<file path="src/rtl/pool_pkg.sv">
// Shared constants and state encoding for the 3x3 max-pool sequencing controller.
package pool_pkg;

    localparam int WIN        = 3;
    localparam int WIN_PIX    = WIN * WIN;
    localparam int PIX_W      = 8;
    localparam int DEF_STRIDE = 2;

    typedef enum logic [2:0] {
        ST_IDLE,
        ST_FETCH,
        ST_ISSUE,
        ST_WAIT,
        ST_WRITE,
        ST_DONE
    } state_t;

endpackage

</file>
<file path="src/rtl/pool_ctrl_if.sv">
// Memory read, window, pooling-result and write-back signals between pool_ctrl and its neighbours.
interface pool_ctrl_if #(
    parameter int ADDR_W = 12
);
    import pool_pkg::*;

    logic                        mem_rd_en;
    logic [ADDR_W-1:0]           mem_rd_addr;
    logic signed [PIX_W-1:0]     mem_rd_data;
    logic                        win_valid;
    logic [WIN_PIX*PIX_W-1:0]    win_data;
    logic                        pool_valid;
    logic signed [PIX_W-1:0]     pool_max;
    logic                        wr_en;
    logic [ADDR_W-1:0]           wr_addr;
    logic signed [PIX_W-1:0]     wr_data;

    modport master (
        output mem_rd_en, mem_rd_addr,
        input  mem_rd_data,
        output win_valid, win_data,
        input  pool_valid, pool_max,
        output wr_en, wr_addr, wr_data
    );

    modport slave (
        input  mem_rd_en, mem_rd_addr,
        output mem_rd_data,
        input  win_valid, win_data,
        output pool_valid, pool_max,
        input  wr_en, wr_addr, wr_data
    );

endinterface

</file>
<file path="src/rtl/pool_addr_gen.sv">
// Window walker for pool_ctrl: latched geometry, window origin / in-window counters, read and write addresses.
// Optional POOL_CTRL_STRIDE_EN adds a run-time stride (0 treated as 1); otherwise stride is DEF_STRIDE.
module pool_addr_gen
    import pool_pkg::*;
#(
    parameter int ADDR_W = 12,
    parameter int DIM_W  = 6
) (
    input  logic              clk,
    input  logic              rst,
    input  logic              load,
    input  logic [DIM_W-1:0]  cfg_width,
    input  logic [DIM_W-1:0]  cfg_height,
    input  logic [ADDR_W-1:0] cfg_src_base,
    input  logic [ADDR_W-1:0] cfg_dst_base,
`ifdef POOL_CTRL_STRIDE_EN
    input  logic [1:0]        cfg_stride,
`endif
    input  logic              step_rc,
    input  logic              step_win,
    output logic [ADDR_W-1:0] rd_addr,
    output logic [ADDR_W-1:0] wr_addr,
    output logic              last_win
);

    localparam int CW = DIM_W + 2;

    logic [DIM_W-1:0]  w_q, h_q;
    logic [ADDR_W-1:0] src_q, dst_q, out_idx;
    logic [CW-1:0]     col0, row0;
    logic [1:0]        r, c;
    logic [1:0]        stride;
    logic              last_col, last_row;
    logic [ADDR_W-1:0] row_a, col_a, w_a;

`ifdef POOL_CTRL_STRIDE_EN
    logic [1:0] stride_q;

    always_ff @(posedge clk) begin
        if (rst)
            stride_q <= 2'(DEF_STRIDE);
        else if (load)
            stride_q <= (cfg_stride == 2'd0) ? 2'd1 : cfg_stride;
    end

    assign stride = stride_q;
`else
    assign stride = 2'(DEF_STRIDE);
`endif

    // A window is last in its row/column when the next origin would leave no room for 3 pixels.
    assign last_col = (col0 + CW'(stride) + CW'(WIN)) > CW'(w_q);
    assign last_row = (row0 + CW'(stride) + CW'(WIN)) > CW'(h_q);
    assign last_win = last_col && last_row;

    assign row_a   = ADDR_W'(row0 + CW'(r));
    assign col_a   = ADDR_W'(col0 + CW'(c));
    assign w_a     = ADDR_W'(w_q);
    assign rd_addr = src_q + row_a * w_a + col_a;
    // Raster order makes oy*OW+ox equal to the number of windows already written.
    assign wr_addr = dst_q + out_idx;

    always_ff @(posedge clk) begin
        if (rst) begin
            w_q     <= '0;
            h_q     <= '0;
            src_q   <= '0;
            dst_q   <= '0;
            out_idx <= '0;
            col0    <= '0;
            row0    <= '0;
            r       <= '0;
            c       <= '0;
        end else if (load) begin
            w_q     <= cfg_width;
            h_q     <= cfg_height;
            src_q   <= cfg_src_base;
            dst_q   <= cfg_dst_base;
            out_idx <= '0;
            col0    <= '0;
            row0    <= '0;
            r       <= '0;
            c       <= '0;
        end else begin
            if (step_rc) begin
                if (c == 2'(WIN - 1)) begin
                    c <= '0;
                    r <= r + 2'd1;
                end else begin
                    c <= c + 2'd1;
                end
            end
            if (step_win) begin
                r       <= '0;
                c       <= '0;
                out_idx <= out_idx + 1'b1;
                if (last_col) begin
                    col0 <= '0;
                    row0 <= row0 + CW'(stride);
                end else begin
                    col0 <= col0 + CW'(stride);
                end
            end
        end
    end

endmodule

</file>
<file path="src/rtl/pool_ctrl.sv">
// 3x3 max-pool pass sequencer: fetches each window, hands it to the pooling datapath, writes the result.
// Optional POOL_CTRL_STRIDE_EN adds the cfg_stride port; default build uses a fixed stride of 2.
//
// state | meaning
// IDLE  | waiting for start, cfg sampled here
// FETCH | 9 window reads issued, data shifted into win_data one cycle later
// ISSUE | win_valid pulse to pooling datapath
// WAIT  | win_data held until pool_valid
// WRITE | one-cycle write of pooled result
// DONE  | one-cycle done pulse, then IDLE
module pool_ctrl
    import pool_pkg::*;
#(
    parameter int ADDR_W = 12,
    parameter int DIM_W  = 6
) (
    input  logic              clk,
    input  logic              rst,
    input  logic              start,
    input  logic [DIM_W-1:0]  cfg_width,
    input  logic [DIM_W-1:0]  cfg_height,
    input  logic [ADDR_W-1:0] cfg_src_base,
    input  logic [ADDR_W-1:0] cfg_dst_base,
`ifdef POOL_CTRL_STRIDE_EN
    input  logic [1:0]        cfg_stride,
`endif
    output logic              busy,
    output logic              done,
    pool_ctrl_if.master       bus
);

    state_t            state;
    logic [3:0]        issue_cnt;
    logic [3:0]        cap_cnt;
    logic              rd_pend;
    logic              load, step_rc, step_win;
    logic              cfg_empty;
    logic              last_win;
    logic [ADDR_W-1:0] ag_rd_addr, ag_wr_addr;

    assign cfg_empty = (cfg_width < DIM_W'(WIN)) || (cfg_height < DIM_W'(WIN));
    assign load      = (state == ST_IDLE) && start;
    assign step_rc   = (state == ST_FETCH) && (issue_cnt != 4'(WIN_PIX));
    assign step_win  = (state == ST_WRITE) && !last_win;

    pool_addr_gen #(
        .ADDR_W (ADDR_W),
        .DIM_W  (DIM_W)
    ) u_addr_gen (
        .clk          (clk),
        .rst          (rst),
        .load         (load),
        .cfg_width    (cfg_width),
        .cfg_height   (cfg_height),
        .cfg_src_base (cfg_src_base),
        .cfg_dst_base (cfg_dst_base),
`ifdef POOL_CTRL_STRIDE_EN
        .cfg_stride   (cfg_stride),
`endif
        .step_rc      (step_rc),
        .step_win     (step_win),
        .rd_addr      (ag_rd_addr),
        .wr_addr      (ag_wr_addr),
        .last_win     (last_win)
    );

    always_ff @(posedge clk) begin
        if (rst) begin
            state           <= ST_IDLE;
            busy            <= 1'b0;
            done            <= 1'b0;
            bus.mem_rd_en   <= 1'b0;
            bus.mem_rd_addr <= '0;
            bus.win_valid   <= 1'b0;
            bus.win_data    <= '0;
            bus.wr_en       <= 1'b0;
            bus.wr_addr     <= '0;
            bus.wr_data     <= '0;
            issue_cnt       <= '0;
            cap_cnt         <= '0;
            rd_pend         <= 1'b0;
        end else begin
            // Read data arrives the cycle after the request, so capture trails issue by one.
            rd_pend <= bus.mem_rd_en;
            unique case (state)
                ST_IDLE: begin
                    done <= 1'b0;
                    if (start) begin
                        busy <= 1'b1;
                        if (cfg_empty) begin
                            state <= ST_DONE;
                            done  <= 1'b1;
                        end else begin
                            state     <= ST_FETCH;
                            issue_cnt <= '0;
                            cap_cnt   <= '0;
                        end
                    end
                end
                ST_FETCH: begin
                    if (step_rc) begin
                        bus.mem_rd_en   <= 1'b1;
                        bus.mem_rd_addr <= ag_rd_addr;
                        issue_cnt       <= issue_cnt + 4'd1;
                    end else begin
                        bus.mem_rd_en <= 1'b0;
                    end
                    if (rd_pend) begin
                        bus.win_data <= {bus.mem_rd_data, bus.win_data[WIN_PIX*PIX_W-1:PIX_W]};
                        cap_cnt      <= cap_cnt + 4'd1;
                        if (cap_cnt == 4'(WIN_PIX - 1)) begin
                            state         <= ST_ISSUE;
                            bus.win_valid <= 1'b1;
                        end
                    end
                end
                ST_ISSUE: begin
                    bus.win_valid <= 1'b0;
                    state         <= ST_WAIT;
                end
                ST_WAIT: begin
                    if (bus.pool_valid) begin
                        bus.wr_en   <= 1'b1;
                        bus.wr_data <= bus.pool_max;
                        bus.wr_addr <= ag_wr_addr;
                        state       <= ST_WRITE;
                    end
                end
                ST_WRITE: begin
                    bus.wr_en <= 1'b0;
                    if (last_win) begin
                        state <= ST_DONE;
                        done  <= 1'b1;
                    end else begin
                        state     <= ST_FETCH;
                        issue_cnt <= '0;
                        cap_cnt   <= '0;
                    end
                end
                ST_DONE: begin
                    done  <= 1'b0;
                    busy  <= 1'b0;
                    state <= ST_IDLE;
                end
                default: begin
                    busy  <= 1'b0;
                    state <= ST_IDLE;
                end
            endcase
        end
    end

endmodule
</file>
<file path="src/flat_wrapper.sv">
// flat-port wrapper written by rule: the top's interface ports become plain ports
module pool_ctrl_flat import pool_pkg::*;
#(
    parameter int ADDR_W = 12,
    parameter int DIM_W  = 6
)
  (clk, rst, start, cfg_width, cfg_height, cfg_src_base, cfg_dst_base, busy, done, bus_mem_rd_en, bus_mem_rd_addr, bus_mem_rd_data, bus_win_valid, bus_win_data, bus_pool_valid, bus_pool_max, bus_wr_en, bus_wr_addr, bus_wr_data);
  pool_ctrl_if #(.ADDR_W(ADDR_W)) bus_i ();
  input  logic clk;
  input  logic rst;
  input  logic start;
  input  logic [DIM_W-1:0] cfg_width;
  input  logic [DIM_W-1:0] cfg_height;
  input  logic [ADDR_W-1:0] cfg_src_base;
  input  logic [ADDR_W-1:0] cfg_dst_base;
  output logic busy;
  output logic done;
  output wire logic [$bits(bus_i.mem_rd_en)-1:0] bus_mem_rd_en;
  output wire logic [$bits(bus_i.mem_rd_addr)-1:0] bus_mem_rd_addr;
  input wire logic [$bits(bus_i.mem_rd_data)-1:0] bus_mem_rd_data;
  output wire logic [$bits(bus_i.win_valid)-1:0] bus_win_valid;
  output wire logic [$bits(bus_i.win_data)-1:0] bus_win_data;
  input wire logic [$bits(bus_i.pool_valid)-1:0] bus_pool_valid;
  input wire logic [$bits(bus_i.pool_max)-1:0] bus_pool_max;
  output wire logic [$bits(bus_i.wr_en)-1:0] bus_wr_en;
  output wire logic [$bits(bus_i.wr_addr)-1:0] bus_wr_addr;
  output wire logic [$bits(bus_i.wr_data)-1:0] bus_wr_data;
  assign bus_mem_rd_en = bus_i.mem_rd_en;
  assign bus_mem_rd_addr = bus_i.mem_rd_addr;
  assign bus_i.mem_rd_data = bus_mem_rd_data;
  assign bus_win_valid = bus_i.win_valid;
  assign bus_win_data = bus_i.win_data;
  assign bus_i.pool_valid = bus_pool_valid;
  assign bus_i.pool_max = bus_pool_max;
  assign bus_wr_en = bus_i.wr_en;
  assign bus_wr_addr = bus_i.wr_addr;
  assign bus_wr_data = bus_i.wr_data;
  pool_ctrl #(.ADDR_W(ADDR_W), .DIM_W(DIM_W)) u_core (.clk(clk), .rst(rst), .start(start), .cfg_width(cfg_width), .cfg_height(cfg_height), .cfg_src_base(cfg_src_base), .cfg_dst_base(cfg_dst_base), .busy(busy), .done(done), .bus(bus_i));
endmodule
</file>
<file path="config.mk">
export PLATFORM = sky130hd
export DESIGN_NAME = pool_ctrl_flat
export DESIGN_NICKNAME = d
export VERILOG_FILES = /design/src/rtl/pool_pkg.sv /design/src/rtl/pool_ctrl_if.sv /design/src/rtl/pool_addr_gen.sv /design/src/rtl/pool_ctrl.sv /design/src/flat_wrapper.sv
export SDC_FILE = /design/constraint.sdc
export NUM_CORES = 1
export LEC_CHECK = 0
export CAP_MARGIN = 40
export CORE_MARGIN = 2
export CORE_UTILIZATION = 54
export DETAILED_ROUTE_END_ITERATION = 16
export GPL_TIMING_DRIVEN = 0
export PLACE_DENSITY = 0.8
export SLEW_MARGIN = 20
export SYNTH_ARGS = -nofsm -noshare
export SYNTH_HDL_FRONTEND = slang
export SYNTH_SLANG_ARGS = --single-unit
</file>
<file path="constraint.sdc">
create_clock -name clk -period 6.7 [get_ports clk]
set_input_delay 1.005 -clock clk [delete_from_list [all_inputs] [get_ports clk]]
set_output_delay 1.005 -clock clk [all_outputs]
set_load 0.05 [all_outputs]
</file>
==> metrics.yaml <==
grt_pass1_wl_um: 44060
drt_iter0_drc: 562
syn_inst: 1285
path_clk_slew_ns: 0.08
ys_seq_elements: 187
p_comb_share_pct: 10.0
worstSetupStartpointType: "flip-flop"
syn2layout_area_growth_pct: 24.72
antenna_found_initial: 0
cts.sinks: 187
hold_path_depth: 2
final.setup_skew_ns: 0.01508
via_per_inst: 5.415
status: "finished clean"
post-route-drc-count: 0
crit_type: "reg2reg"
crit_path_cell_trace: "buf_2 > and2_1 > buf_2 > nand4_1 > xnor2_1 > and2_1 > fa_1 > fa_1 > fa_1 > inv_1 > fa_1 > inv_1 > ha_1 > nand2_1 > o21ai_0 > o41ai_1 > o21ai_0 > xnor2_1 > a21oi_1"
synth.largest_area_cell: "dfxtp_1"
max_clock_freq_mhz: 184.3
dp_hpwl_um: 20220
syn_area_per_cell_um2: 8.033
ys.flop_type: "dfxtp_1"
power_density_nw_per_um2: 191.1
tightest_slew_ns: 0.7652
cts_hold_buffers: 0
cts_tree: "done"
yosysSeqAreaShare_pct: 36.27
cts-htree-levels: 4
vias: 9281
slowest_stage: "fa_1"
required_ns: 7.01
synth.area.top_cells: "dfxtp_1 36%, nand2_1 12%, fa_1 8.9%"
synth_cell_types: 69
ant_nets: 0
vdd_drop_max_uv: 197.4
clk_path_buf_depth: 2
hold_viol: 0
netSwitchingFraction_pct: 28.96
ff2ff_path_depth: 19
grt_pass1_vias: 9147
grt_overflow_total: 0
p_int_mw: 1.748
place_congestion: 0.9221
synth_area_um2: 10320
post_cts_buffers: 0
clk_latency_ns: 0.44
hp-class: "reg2reg"
final_cell_count_no_fill: 1714
nets: 1624
die-area_um2: 20240
numCtsBuffers: 17
leakage_nw: 4.913
root_buffer: "clkbuf_16"
slew_viol_final: 0
drt-total-wl_um: 26970
ys_async_sr_fraction_pct: 0
ios: 165
core_area_um2: 18710
synthTopCellsByCount: "336 x nand2_1, 187 x dfxtp_1, 160 x a21oi_1, 106 x inv_1, 63 x nor2_1"
p_switching_mw: 0.7124
grt_setup_unrepaired: "false"
crit_arrival_ns: 5.74
synth_edf_count: 0
cp-end-kind: "flip-flop"
antenna_cells: 0
firstDrtPassIters: 6
finalSetupViolations: 0
post-place-cells: 1682
yosysMostFrequentCell: "nand2_1"
synth_top_area_share_pct: 36.27
pwr-share-seq_pct: 46.7
rows: 50
timing.max_cap.violations: 0
port_buffers: 163
die_w_um: 142.3
synthesis.nets: 1442
path_max_fanout: 10
clockPowerShare_pct: 43.3
start_util_pct: 55.18
cts_resized: 0
maxSlewHeadroom_pct: 48.99
slowest_delay_ns: 0.56
tns_ns: 0
die_y_um: 142.3
period_needed_ns: 5.427
post-route-period-util_pct: 81.00
post_drt_wl_per_cell_um: 15.73
grt_max_degree: 23
drive_above_1_share_pct: 4.054
yosys_warnings: 0
grt_usage_pct: 27.11
crit_top_cell: "fa_1"
-- state kept, by name, indices dropped and copies added, names as in the netlist, 6 cells and up --
register,cells
u_core.u_addr_gen.w_q,6
u_core.bus.wr_addr,12
u_core.u_addr_gen.h_q,6
u_core.bus.wr_data,8
u_core.bus.win_data,72
u_core.u_addr_gen.out_idx,12
u_core.u_addr_gen.col0,7
u_core.u_addr_gen.src_q,12
u_core.bus.mem_rd_addr,12
u_core.u_addr_gen.row0,7
u_core.u_addr_gen.dst_q,12
-- metal layers --
metal | global-route usage, % | share of wire (%) | wire length [µm] | vias to the layer above
li1 | - | - | - | 4573
met1 | 32.07 | 42 | 11270 | 4388
met2 | 47.78 | 49 | 13170 | 278
met3 | 7.133 | 6.9 | 1872 | 42
met4 | 9.053 | 2.4 | 654 | 0
met5 | 0 | 0 | 0 | -
-- power by group through the flow --
stage / Clock [mW] / Sequential, mW / Combinational (mW)
2_1_floorplan: 0 / 1.19 / 0.134
3_3_place_gp: 0 / 1.17 / 0.240
3_5_place_dp: 0 / 1.17 / 0.245
4_1_cts: 1.08 / 1.15 / 0.246
5_1_grt: 1.12 / 1.15 / 0.272
6_report: 1.07 / 1.15 / 0.247
-- placed cells by master (no fill, tap or decap), types with 45 or more instances in the layout --
master	netlist	layout
a21oi_1	160	160
clkbuf_1	55	55
clkdlybuf4s50_1	0	163
dfxtp_1	187	187
fa_1	46	46
ha_1	55	55
inv_1	106	106
nand2_1	336	336
nor2_1	63	63
xnor2_1	45	45
-- worst paths after layout --
kind / end / startpoint / slack, ns
worst max register to register: u_core.bus.mem_rd_addr[11] / u_core.u_addr_gen.row0[4] / 1.27
worst min-delay path: u_core.bus.win_data[7] / u_core.bus.win_data[7] / 0.46
worst max-delay path: u_core.bus.mem_rd_addr[11] / u_core.u_addr_gen.row0[4] / 1.27
worst min register to register: u_core.bus.win_data[7] / u_core.bus.win_data[7] / 0.46
-- cell families (layout without fill, tap and decap cells) --
logic type,count (synthesis),in the layout,synth area share [%]
xor+xnor,58,58,4.994
simple gates,522,522,22.75
buf+inv,172,367,6.424
mux,1,1,0.09697
fa+ha+maj,101,101,15.59
compound gates,244,244,13.88
flops,187,187,36.27
-- worst max-delay path: cells and delay by family, from the launching register on --
family / cells / cell delay [ns]
adder cells (fa/ha/maj): 5 / 2.34
AO/OA/AOI/OAI: 4 / 0.90
XOR/XNOR: 2 / 0.68
AND/OR/NAND/NOR: 4 / 0.59
flip-flops: 1 / 0.31
buffers and inverters: 4 / 0.48
-- stage by stage --
| stage | instance area, µm² | util (%) | worst slack [ns] | hold WS [ns] | power, mW |
|---|---|---|---|---|---|
| finish | 12870 | 68.82 | 1.273 | 0.4555 | 2.460 |
| global route | 12870 | 68.82 | 1.010 | 0.4758 | 2.543 |
| CTS | 12870 | 68.82 | 1.306 | 0.4576 | 2.470 |
| detailed placement | 12250 | 65.47 | 1.301 | 0.4470 | 1.418 |
| global placement | 12250 | 65.47 | 1.394 | 0.4391 | 1.413 |
| floorplan | 10320 | - | 1.983 | 0.4363 | 1.323 |
-- layout make-up --
cell class	instances	area, µm²
sequential	187	3744
timing repair buffer	163	1632
clock buffer	17	425.4
clock inverter	15	201.4
inverter	106	397.9
buffer	66	265.3
fill	1529	5832
multi-input combinational	926	5916
tap	234	292.8
(Power assumes the default switching activity.)
